File: config.mk
export PLATFORM = sky130hd
export DESIGN_NAME = pc_fetch_unit
export DESIGN_NICKNAME = d
export VERILOG_FILES = /design/src/rtl/pc_fetch_unit.sv
export SDC_FILE = /design/constraint.sdc
export NUM_CORES = 1
export LEC_CHECK = 0
export BUFFER_PORTS_ARGS = -buffer_cell sky130_fd_sc_hd__buf_2
export CELL_PAD_IN_SITES_DETAIL_PLACEMENT = 1
export CELL_PAD_IN_SITES_GLOBAL_PLACEMENT = 1
export CORE_MARGIN = 3
export CORE_UTILIZATION = 40
export CTS_CLUSTER_DIAMETER = 50
export DETAILED_ROUTE_END_ITERATION = 7
export PLACE_DENSITY = 0.95
export SETUP_SLACK_MARGIN = 0.4
export SYNTH_ARGS = -nofsm -noshare
export SYNTH_HDL_FRONTEND = slang
export SYNTH_SLANG_ARGS = --single-unit
File: constraint.sdc
create_clock -name clk -period 3.7 [get_ports clk]
set_input_delay 0.185 -clock clk [delete_from_list [all_inputs] [get_ports clk]]
set_output_delay 0.185 -clock clk [all_outputs]
set_load 0.1 [all_outputs]
File: src/rtl/pc_fetch_unit.sv
// rtl/pc_fetch_unit.sv - RV32I program counter and instruction fetch stage
module pc_fetch_unit #(
    parameter logic [31:0] RESET_PC = 32'h0000_0000,
    parameter int          CNT_W    = 32
) (
    input  logic             clk,
    input  logic             rst_n,
    input  logic             NextPCSrc,
    input  logic [31:0]      BranchTarget,
    input  logic             Commit,
    input  logic             Stall,
    output logic             ImemReqValid,
    output logic [31:0]      ImemAddr,
    input  logic             ImemReady,
    input  logic             ImemRspValid,
    input  logic [31:0]      ImemRspData,
    output logic [31:0]      Inst,
    output logic             InstValid,
    output logic [31:0]      PC,
    output logic [31:0]      PCPlus4,
    output logic             MisalignedTrap,
    output logic [31:0]      TrapAddr,
    output logic [CNT_W-1:0] RetireCount
);

    localparam logic [31:0] NOP = 32'h0000_0013;

    typedef enum logic [2:0] {
        IDLE,
        FETCH,
        WAIT,
        ISSUE,
        TRAP
    } state_t;

    state_t      state;
    logic        req_pending;
    logic        accept;
    logic [31:0] next_target;

    // A request that was presented but not yet accepted must survive a stall.
    assign ImemReqValid = (state == FETCH) && (!Stall || req_pending);
    assign ImemAddr     = PC;
    assign PCPlus4      = PC + 32'd4;
    assign accept       = (state == ISSUE) && Commit && !Stall;
    assign next_target  = NextPCSrc ? (BranchTarget & ~32'd1) : PCPlus4;

    always_ff @(posedge clk or negedge rst_n) begin
        if (!rst_n) begin
            state          <= IDLE;
            req_pending    <= 1'b0;
            PC             <= RESET_PC;
            Inst           <= NOP;
            InstValid      <= 1'b0;
            MisalignedTrap <= 1'b0;
            TrapAddr       <= 32'd0;
            RetireCount    <= '0;
        end else begin
            case (state)
                IDLE: state <= FETCH;
                FETCH: begin
                    req_pending <= ImemReqValid && !ImemReady;
                    if (ImemReqValid && ImemReady) begin
                        if (ImemRspValid) begin
                            Inst      <= ImemRspData;
                            InstValid <= 1'b1;
                            state     <= ISSUE;
                        end else begin
                            state <= WAIT;
                        end
                    end
                end
                WAIT: begin
                    if (ImemRspValid) begin
                        Inst      <= ImemRspData;
                        InstValid <= 1'b1;
                        state     <= ISSUE;
                    end
                end
                ISSUE: begin
                    if (accept) begin
                        RetireCount <= RetireCount + {{(CNT_W-1){1'b0}}, 1'b1};
                        InstValid   <= 1'b0;
                        // Misaligned target: PC stays on the faulting instruction.
                        if (next_target[1]) begin
                            MisalignedTrap <= 1'b1;
                            TrapAddr       <= next_target;
                            state          <= TRAP;
                        end else begin
                            PC    <= next_target;
                            state <= FETCH;
                        end
                    end
                end
                TRAP: state <= TRAP;
                default: state <= IDLE;
            endcase
        end
    end

endmodule

# Yosys cells after proc, flatten, opt, wreduce, memory -nomap -nowiden

Cells that the tools add are included.

Equality and inequality tests: 7
Reductions and logical operators: 17
Multipliers: 0
Multiplexer cells: 14
Add/subtract/negate cells: 2
Shift operators: 0
Order comparisons: 0
Divide/modulo/power cells: 0
Bitwise logic cells: 1

Operator list:

| cell                                           | count |
|---|---|
| 2-to-1 mux 32 bit                              | 3 |
| case mux 32 bit (2 select lines)               | 1 |
| adder 32 x 1 -> 32 bit (second input constant) | 1 |
| adder 32 x 3 -> 32 bit (second input constant) | 1 |
| case mux 3 bit (5 select lines)                | 1 |
| 2-to-1 mux 3 bit                               | 4 |
| AND reduction 3 bit                            | 4 |
| == test 3 x 2 -> 1 bit (second input constant) | 2 |
| logical AND 1 bit                              | 5 |
| 2-to-1 mux 1 bit                               | 4 |
| != test 2 bit (second input constant)          | 2 |
| AND reduction 2 bit                            | 2 |
| == test 3 x 1 -> 1 bit (second input constant) | 1 |
| == test 3 bit (second input constant)          | 1 |
| zero test 3 bit                                | 1 |
| case mux 1 bit (3 select lines)                | 1 |
| nonzero test 3 bit                             | 1 |
| zero test 1 bit                                | 2 |
| != test 2 x 1 -> 1 bit (second input constant) | 1 |
| nonzero test 2 bit                             | 1 |
| logical OR 1 bit                               | 1 |
| inverter 1 bit                                 | 1 |

Flip-flop bits (word level): 133
ROM bits: 0
Bits of input ports: 71
Memories: 0
Latch bits: 0
Output and inout port bits: 195
Memory bits (writable): 0

# Longest topological paths before layout

Gate-level depths: netlist of run 1.

Word-level depth: 6
Mapped depth: 9
Gate-level depth less buffers: 6

# Worst setup path before layout of run 1

Ideal clock, no wire load.

Path type: register -> output
Start: register PC[2] (netlist: ImemAddr[2])
End: output PCPlus4[26]
Stages on the path, launching flop included: 6
Setup slack: -0.239 ns
Arrival time: 3.754 ns
Data required time: 3.515 ns
Cell sequence: dfrtp_1 -> ha_1 -> nand4_1 -> nor3_1 -> nand4_1 -> xnor2_1

Longest elaborated chain between the ends: 1

Ends and longest elaborated chain:

| item                   | line | source |
|---|---|---|
| from (decl)            | 19   | `output logic [31:0] PC,` |
| from (signal assigned) | 90   | `PC <= next_target;` |
| adder 32 x 3 -> 32 bit | 44   | `assign PCPlus4 = PC + 32'd4;` |
| to (decl)              | 20   | `output logic [31:0] PCPlus4,` |

Every way passes these cells.

# Final worst setup path of run 1

Start: register PC[2] (netlist: ImemAddr[2])
End: output PCPlus4[12]

Same word-level chain as after synthesis.

==> out/results.txt, run 1 <==
GRT overflow: 0
Fin. Hold Viols: 0
Hold/Removal Path Class: input pin to register
actual slew at the worst max-slew pin: 1.06 ns
Critical Path End Type: primary output
Residual DRC: 0
Sum Neg Setup Slack: 0 ns
critical path class: register to primary output
unrepaired setup endpoints after global routing: yes
ys async rst share: 100%
routed vias/inst: 5.35
Clk Latency, worst-skew pair: 0.43 ns
DRT iter0 DRCs: 312
largest cells by area after synthesis: dfrtp_1 (47%), mux2_2 (10%), buf_4 (4.2%)
number of iterations in the first detailed-routing pass: 6
Slew Limit Fails: 0
Final ANT Viol Nets: 0
Fill cells: 1,893
Max Fclk: 312 MHz
Layout Utilization: 55.5%
drt wl/cell: 20.7 um
Final Non-Filler Cells: 1,148
Inst Count DP: 1,081
Post-DP HPWL: 16,400 um
clk slew on worst S/H paths: 0.07 ns
CP Data Arrival Time: 3.02 ns
Max Cap Viol: 0
Synth area leader: dfrtp_1
wirelength, routed: 23,800 um
Syn Area/Cell: 10.4 um2
TritonCTS Sinks: 132
Setup WS pre-CTS: 0.899 ns
Distinct cells, synth: 56
Area Growth Syn to Fin: 34.2%
final setup vio count: 0
I/O Pins: 266
GR Util All Layers: 25.2%
largest net degree at the start of global routing: 95
flops & latches, synth: 132
area share of the largest cell type after synthesis: 46.6%
core box area: 16,800 um2
Startpoint Class: register
initial antenna violation count: 1
cells after synthesis: 667
Mapped Area: 6930 um2
Synth Flop Type: dfrtp_1
most common cell after layout, fill and taps aside: buf_2
Net count, final: 987
first-pass GRT wire length: 36,700 um
width of the chip: 138 um
TritonCTS clock tree: built
# rows: 47
minimum clock period: 3.21 ns
Worst Path Max Fanout: 7
Tcrit/Tclk final: 86.7%
clock buffer depth: 2
Clock Skew: 0.0127 ns
status: complete, no violations
Synth Warn #: 0
vias in the first global route: 6,564
die area: 19,000 um2
Post-synth EDFFs: 0
clock root cell: clkbuf_16
DR vias: 6,142
H-tree Lvls: 4
total CTS buffers: 17
Die H: 138 um
Initial Util: 41.4%
slew margin rel.: 29.3%
most frequent cells in the layout: buf_2 (259), dfrtp_1 (129), mux2_2 (64), nand2_1 (55), nor2_1 (43)
critical path required time: 3.51 ns
worst setup margin: 0.491 ns
PortBufs: 261
Post CTS Setup Buffer Count: 0
routability cong.: 0.790
Seq/Total Area, Yosys: 47.7%
layout cells sized above 1: 44.3%
[cell type report]
cell class / count / area (um2) / share of cell area (%)
diodes: 1 / 2.50 / 0.0269
clock buffers: 18 / 429 / 4.61
clock inverters: 14 / 166 / 1.79
inverters: 11 / 41.3 / 0.444
multi-input cells: 449 / 3370 / 36.2
flip-flops and latches: 132 / 3310 / 35.5
well taps: 220 / 275 / 2.96
repair buffers: 303 / 1720 / 18.4
[worst max-delay path: stages, from the launching register on]
cell and delay (ns):
dfrtp_1 0.48, ha_1 0.28, nand4_1 0.40, or2_2 0.49
nor2_1 0.35, xor2_4 0.15, buf_2 0.44
[per-layer routing]
metal	part of all wire [%]	up-vias	global-route usage, %
met5	0	-	0
met4	3.6	0	10.7
met3	5.1	54	5.04
met2	52	198	43.6
met1	39	3116	30.4
li1	-	2774	-
[registers in the layout, indices dropped and copies added (netlist names)]
signal	count
InstValid	1
RetireCount	32
TrapAddr	32
state	3
ImemAddr	31
Inst	32
req_pending	1
[kinds of logic after synthesis]
| family | count (synthesis) | share of synthesized area (%) |
|---|---|---|
| buffers and inverters | 88 | 7.31 |
| adder cells (fa/ha/maj) | 2 | 0.361 |
| multiplexers | 77 | 12.3 |
| AND/OR/NAND/NOR | 231 | 17.8 |
| AO/OA/AOI/OAI | 77 | 7.07 |
| other | 1 | 0.0541 |
| flip-flops | 132 | 47.7 |
| XOR/XNOR | 59 | 7.45 |
[through the flow]
| step | hold slack, ns | instance area (um2) |
|---|---|---|
| 6_report | 0.0100 | 9310 |
| 5_1_grt | 0.00708 | 9310 |
| 4_1_cts | 0.000178 | 9290 |
| 3_5_place_dp | 0.355 | 8360 |
| 3_3_place_gp | 0.353 | 8360 |
| 2_1_floorplan | -0.111 | 7160 |
[final timing paths]
check                                             from  cells after the start  slack (ns)                          end
min in group asynchronous                        rst_n                      2        0.41  RetireCount[10]$_DFFE_PN0P_
hold / removal                        BranchTarget[15]                      2        0.01     TrapAddr[15]$_DFFE_PN0P_
max in group asynchronous                        rst_n                      3        2.37     ImemAddr[23]$_DFFE_PN0P_
setup / recovery               ImemAddr[2]$_DFFE_PN0P_                      6        0.49                  PCPlus4[12]
hold reg to reg            RetireCount[31]$_DFFE_PN0P_                      1        0.47  RetireCount[31]$_DFFE_PN0P_
setup reg to reg               ImemAddr[2]$_DFFE_PN0P_                      6        1.17     ImemAddr[12]$_DFFE_PN0P_
[cells in the mapped netlist, drive strengths merged, types with 8 or more instances]
| cell | count |
|---|---|
| xnor2 | 33 |
| nand2b | 10 |
| clkbuf | 21 |
| nor4 | 8 |
| a21oi | 16 |
| xor2 | 26 |
| mux2i | 13 |
| nor2 | 44 |
| nand3 | 35 |
| nand4 | 17 |
| nor3 | 15 |
| and3 | 16 |
| mux2 | 64 |
| a22oi | 8 |
| nand2 | 55 |
| dfrtp | 129 |
| inv | 10 |
| o21ai | 29 |
| buf | 56 |
[timing repair]
action / CTS / global route
setup endpoints to repair: 0 / 5
gates resized for setup: 0 / 3
endpoints found under the hold margin: 122 / 0
hold buffers: 34 / 0
Power of run 1 is not shown: default switching activity piles up to over one toggle a cycle in this logic, so the estimate is an artifact.
==> inputs of run 2 (changes only) <==
--- a/config.mk
+++ b/config.mk
@@ -10,3 +10,3 @@
 export CELL_PAD_IN_SITES_GLOBAL_PLACEMENT = 1
-export CORE_MARGIN = 3
+export CORE_MARGIN = 1
 export CORE_UTILIZATION = 40
@@ -14,2 +14,3 @@
 export DETAILED_ROUTE_END_ITERATION = 7
+export GPL_ROUTABILITY_DRIVEN = 0
 export PLACE_DENSITY = 0.95
==> constraint.sdc (replaced) <==
create_clock -name clk -period 3.7 [get_ports clk]
set_input_delay 1.11 -clock clk [delete_from_list [all_inputs] [get_ports clk]]
set_output_delay 1.11 -clock clk [all_outputs]
set_load 0.1 [all_outputs]
==> out/results.txt, run 2 (synthesis gave the netlist of run 1 again) <==
antenna fix cells: 0 (-1)
worst setup margin: 0.304 ns (-0.187 ns)
Startpoint Class: register
first-pass GRT wire length: 38,200 um (+4.0%)
TritonCTS clock tree: built
Worst R2R End: ImemAddr[25]$_DFFE_PN0P_
Crit path max-delay family: simple AND/OR/NAND/NOR gates
layout cells sized above 1: 55.3% (+11 points)
hold wc startpoint: RetireCount[31]$_DFFE_PN0P_
initial antenna violation count: 1 (unchanged)
WP depth: 5 (-1)
Initial Util: 41.4% (unchanged)
Clock Skew: 0.0104 ns (-0.00232 ns)
PortBufs: 261 (unchanged)
TritonCTS Sinks: 132 (unchanged)
Die H: 134 um (-2.9%)
r2r worst-path depth: 5 (-1)
DRT iter0 DRCs: 499 (+60%)
Net count, final: 1,014 (+2.7%)
Max Fclk: 294 MHz (-5.5%)
# rows: 47 (unchanged)
DR vias: 6,445 (+4.9%)
critical path class: register to primary output
GR Util All Layers: 28.1% (+3.0 points)
Tcrit/Tclk final: 91.8% (+5.0 points)
status: complete, no violations
routed vias/inst: 5.49 (+2.6%)
Hold/Removal Path Class: register to register
Worst Path Max Fanout: 8 (+1)
Final ANT Viol Nets: 0 (unchanged)
core box area: 16,800 um2 (unchanged)
Post-DP HPWL: 16,800 um (+2.4%)
CP Data Arrival Time: 2.29 ns (-0.73 ns)
GRT overflow: 0 (unchanged)
final setup vio count: 0 (unchanged)
vias in the first global route: 6,761 (+3.0%)
Worst path max stage delay: 0.50 ns (about the same)
Worst path slowest cell: dfrtp_4
reg2reg start: state[0]$_DFFE_PN0P_
most frequent cells in the layout: buf_2 (236), dfrtp_1 (101), mux2_2 (64), buf_4 (60), nand2_1 (51)
hold path endpoint: RetireCount[31]$_DFFE_PN0P_
CP bufs+invs: 1 (unchanged)
actual slew at the worst max-slew pin: 0.762 ns (-0.296 ns)
Setup WS pre-CTS: 0.279 ns (-0.620 ns)
Worst Hold Path Cells: 1 (-1)
Sum Neg Setup Slack: 0 ns (unchanged)
I/O Pins: 266 (unchanged)
minimum clock period: 3.40 ns (+0.187 ns)
clk slew on worst S/H paths: 0.07 ns (about the same)
Layout Utilization: 61.4% (+5.8 points)
largest net degree at the start of global routing: 67 (-29%)
slew margin rel.: 48.9% (+20 points)
total CTS buffers: 17 (unchanged)
Min Hold Slack: 0.463 ns (+0.453 ns)
most common cell after layout, fill and taps aside: buf_2
drt wl/cell: 22.0 um (+6.1%)
Clk Latency, worst-skew pair: 0.43 ns (about the same)
Fin. Hold Viols: 0 (unchanged)
Top Registers: Inst: 32 flops, RetireCount: 32 flops, TrapAddr: 32 flops
clock buffer depth: 2 (unchanged)
wirelength, routed: 25,800 um (+8.5%)
critical path, cell by cell: nand3_4 -> nor3_4 -> and3_4 -> xor2_4 -> buf_12
width of the chip: 134 um (-2.9%)
number of iterations in the first detailed-routing pass: 5 (-1)
Area Growth Syn to Fin: 48.3%
Critical Path End Type: primary output
Residual DRC: 0 (unchanged)
clock root cell: clkbuf_16
H-tree Lvls: 4 (unchanged)
Reg2Reg Setup Slack: 1.29 ns (+0.12 ns)
critical path required time: 2.59 ns (-0.92 ns)
Max Cap Viol: 0 (unchanged)
Slew Limit Fails: 0 (unchanged)
die area: 17,900 um2 (-5.7%)
unrepaired setup endpoints after global routing: yes
run 2: changes by cell type in the layout (fill, tap and decap cells not counted), sizes merged:
| cell | change |
|---|---|
| inv | +3 |
| clkinv | +1 |
| diode | -1 |
| dlygate4sd3 | -34 |
| buf | +62 |
| clkinvlp | -2 |
| clkbuf | -2 |
| bufinv | -1 |
run 2: through the flow:
stage	instance area, um2	cells
floorplan	7690	669
finish	10300	1174
detailed placement	8990	1088
CTS	10000	1148
global placement	8990	1088
global route	10300	1174
run 2: worst reg2reg max path, delay by kind of cell (launching register included):
kind / cells / cell delay (ns)
AOI/OAI and AO/OA: 2 / 0.38
DFF: 1 / 0.51
and+or+nand+nor: 3 / 1.38
run 2: area by class of cell:
class,count,area (um2)
fillers,1792,6480
multi-input cells,449,3800
flip-flops and latches,132,3400
repair buffers,330,2170
clock buffers,17,425
well taps,220,275
clock inverters,15,163
inverters,11,41.3
run 2: metal layers:
metal  vias to the layer above  global-route usage, %  share of wire (%)
li1                       2833                      -                  -
met1                      3253                   33.1                 39
met2                       281                   49.2                 52
met3                        76                   5.21                4.5
met4                         2                   13.8                4.0
met5                         -                      0              0.050
run 2: how the worst max path moves through the flow:
stage / from / to / slack, ns
global route: ImemAddr[9]$_DFFE_PN0P_ / PCPlus4[27] / 0.23
global placement: ImemAddr[9]$_DFFE_PN0P_ / PCPlus4[31] / 0.30
finish: ImemAddr[9]$_DFFE_PN0P_ / PCPlus4[27] / 0.30
detailed placement: ImemAddr[2]$_DFFE_PN0P_ / PCPlus4[26] / 0.28
CTS: ImemAddr[2]$_DFFE_PN0P_ / PCPlus4[12] / 0.31
floorplan: ImemAddr[2]$_DFFE_PN0P_ / PCPlus4[28] / 0.17
run 2: what timing repair did:
item	in CTS	in global routing
buffers inserted	28	26
pin swaps	16	16
endpoints found under the setup margin	24	23
gates resized for setup	55	22
hold buffers	0	0
Power of run 2 is left out for the same reason.
==> inputs of run 3 (changes only) <==
--- a/constraint.sdc
+++ b/constraint.sdc
@@ -3,2 +3,2 @@
 set_output_delay 1.11 -clock clk [all_outputs]
-set_load 0.1 [all_outputs]
+set_load 0.05 [all_outputs]
==> out/results.txt, run 3 (synthesis gave the netlist of run 1 again) <==
status: complete, no violations
Hold/Removal Path Class: register to register
I/O Pins: 266 (unchanged)
P per Cell Area: 842 nW/um2
met3 wire length: 1340 um (+15%)
drt wl/cell: 22.2 um (+0.85%)
final setup vio count: 0 (unchanged)
Die H: 134 um (unchanged)
LEAKAGE: 4.79 nW
Net count, final: 1,026 (+1.2%)
Worst path slowest cell: nor4_1
layout cells sized above 1: 54.2% (-1.1 points)
Post-DP Area: 8430 um2 (-6.3%)
clk slew on worst S/H paths: 0.07 ns (about the same)
Post-DP HPWL: 16,300 um (-2.7%)
Initial Util: 41.4% (unchanged)
core box area: 16,800 um2 (unchanged)
actual slew at the worst max-slew pin: 0.705 ns (-0.0578 ns)
number of iterations in the first detailed-routing pass: 5 (unchanged)
initial antenna violation count: 2 (+1)
maximum VDD drop: 0.725 mV
switch share: 51.1%
M1 wire length: 10,200 um (+1.4%)
# rows: 47 (unchanged)
width of the chip: 134 um (unchanged)
Gate power share: 51.1%
DRT iter0 DRCs: 404 (-19%)
critical path required time: 2.59 ns (about the same)
Top Registers: Inst: 32 flops, RetireCount: 32 flops, TrapAddr: 32 flops
Fill cells: 1,906 (+6.4%)
Residual DRC: 0 (unchanged)
DR top layer: met4
Int Pwr: 4.01 mW
routed vias/inst: 5.59 (+1.8%)
critical path, cell by cell: nand3_4 -> nor4_1 -> xnor2_1 -> buf_2
DR vias: 6,640 (+3.0%)
Max Cap Viol: 0 (unchanged)
Tcrit/Tclk final: 91.3% (-0.45 points)
clock buffer depth: 2 (unchanged)
CP Data Arrival Time: 2.27 ns (-0.02 ns)
most common cell after layout, fill and taps aside: buf_2
PortBufs: 261 (unchanged)
wirelength, routed: 26,300 um (+2.1%)
minimum clock period: 3.38 ns (-0.0166 ns)
slew margin rel.: 52.7% (+3.9 points)
Clock Power Share: 20.6%
Max Fclk: 296 MHz (+0.49%)
Min Hold Slack: 0.486 ns (+0.0231 ns)
Worst path max stage delay: 0.66 ns (+0.16 ns)
Slew Limit Fails: 0 (unchanged)
Sum Neg Setup Slack: 0 ns (unchanged)
Setup WS pre-CTS: 0.163 ns (-0.116 ns)
Clk Latency, worst-skew pair: 0.43 ns (about the same)
fin area: 9760 um2 (-5.1%)
Clock Skew: 0.0127 ns (+0.00228 ns)
GR Util All Layers: 28.3% (+0.14 points)
TritonCTS Sinks: 132 (unchanged)
worst setup margin: 0.321 ns (+0.0166 ns)
clock root cell: clkbuf_16
Final ANT Viol Nets: 0 (unchanged)
Sequential Power Share: 28.3%
unrepaired setup endpoints after global routing: yes
Critical Path End Type: primary output
vias in the first global route: 6,818 (+0.84%)
Startpoint Class: register
Fin. Hold Viols: 0 (unchanged)
Hold-fix buffers, CTS: 0 (unchanged)
H-tree Lvls: 4 (unchanged)
P_sw: 4.20 mW
met2 wire length: 13,500 um (+0.33%)
Area Growth Syn to Fin: 40.7%
GRT overflow: 0 (unchanged)
die area: 17,900 um2 (unchanged)
TritonCTS clock tree: built
first-pass GRT wire length: 38,400 um (+0.61%)
critical path class: register to primary output
largest net degree at the start of global routing: 71 (+6.0%)
most frequent cells in the layout: buf_2 (243), dfrtp_1 (104), buf_4 (81), mux2_2 (64), nand2_1 (54)
total CTS buffers: 17 (unchanged)
Worst Path Max Fanout: 6 (-2)
## run 3: cell types whose count changed in the layout (fill, tap and decap cells not counted), moves of 4 or more
cell,previous run,this run
dfrtp_4,23,0
buf_4,60,81
dfrtp_2,5,25
buf_12,17,1
xnor2_4,15,4
xnor2_2,2,11
buf_2,236,243
xor2_4,8,1
xor2_2,2,6
## run 3: final cells by class
class | instances | area [um2] | area share [%]
multi-input cells | 449 | 3500 | 35.8
inverters | 11 | 41.3 | 0.423
clock buffers | 18 | 439 | 4.50
diodes | 2 | 5.00 | 0.0513
flip-flops and latches | 132 | 3340 | 34.2
well taps | 220 | 275 | 2.82
clock inverters | 14 | 136 | 1.40
repair buffers | 342 | 2030 | 20.8
## run 3: metrics by stage
| stage | power [mW] | std cells | utilization, % |
|---|---|---|---|
| after detailed placement | 6.21 | 1088 | 50.3 |
| after global placement | 6.07 | 1088 | 50.3 |
| final | 8.21 | 1188 | 58.2 |
| after CTS | 8.00 | 1138 | 55.5 |
| after global routing | 8.50 | 1187 | 58.2 |
| after floorplan | 5.34 | 669 | - |
## run 3: worst paths after layout
path | start | endpoint | slack, ns | depth (start not counted)
max | ImemAddr[11]$_DFFE_PN0P_ | PCPlus4[13] | 0.32 | 4
min | RetireCount[31]$_DFFE_PN0P_ | RetireCount[31]$_DFFE_PN0P_ | 0.49 | 1
max reg2reg | state[1]$_DFFE_PN0P_ | ImemAddr[29]$_DFFE_PN0P_ | 1.30 | 5
min reg2reg | RetireCount[31]$_DFFE_PN0P_ | RetireCount[31]$_DFFE_PN0P_ | 0.49 | 1
max in group asynchronous | rst_n | Inst[4]$_DFFE_PN1P_ | 2.17 | 2
min in group asynchronous | rst_n | TrapAddr[14]$_DFFE_PN0P_ | 0.69 | 1
## run 3: repair_timing
action,in CTS,in global routing
setup endpoints to repair,23,22
pin swaps,10,14
buffers inserted,18,48
cloned,0,0
hold endpoints to repair,0,0
resized for setup,52,30
## run 3: worst max-delay path, delay by kind of cell (launching register included)
kind | cells | cell delay, ns
and+or+nand+nor | 2 | 0.83
DFF | 1 | 0.44
buffers and inverters | 1 | 0.33
xor gates and xnor gates | 1 | 0.23
## run 3: power by group through the flow
stage,registers (mW),logic (mW),clock network [mW]
2_1_floorplan,3.73,1.61,0
3_3_place_gp,2.28,3.79,0
3_5_place_dp,2.33,3.88,0
4_1_cts,2.32,3.98,1.70
5_1_grt,2.38,4.35,1.77
6_report,2.32,4.20,1.69
## run 3: metal layers
layer / vias to the layer above / track usage [%]
met5: - / 0
met4: 0 / 16.0
met3: 91 / 5.21
met2: 328 / 49.0
met1: 3351 / 32.8
li1: 2870 / -
(Power assumes the default switching activity.)
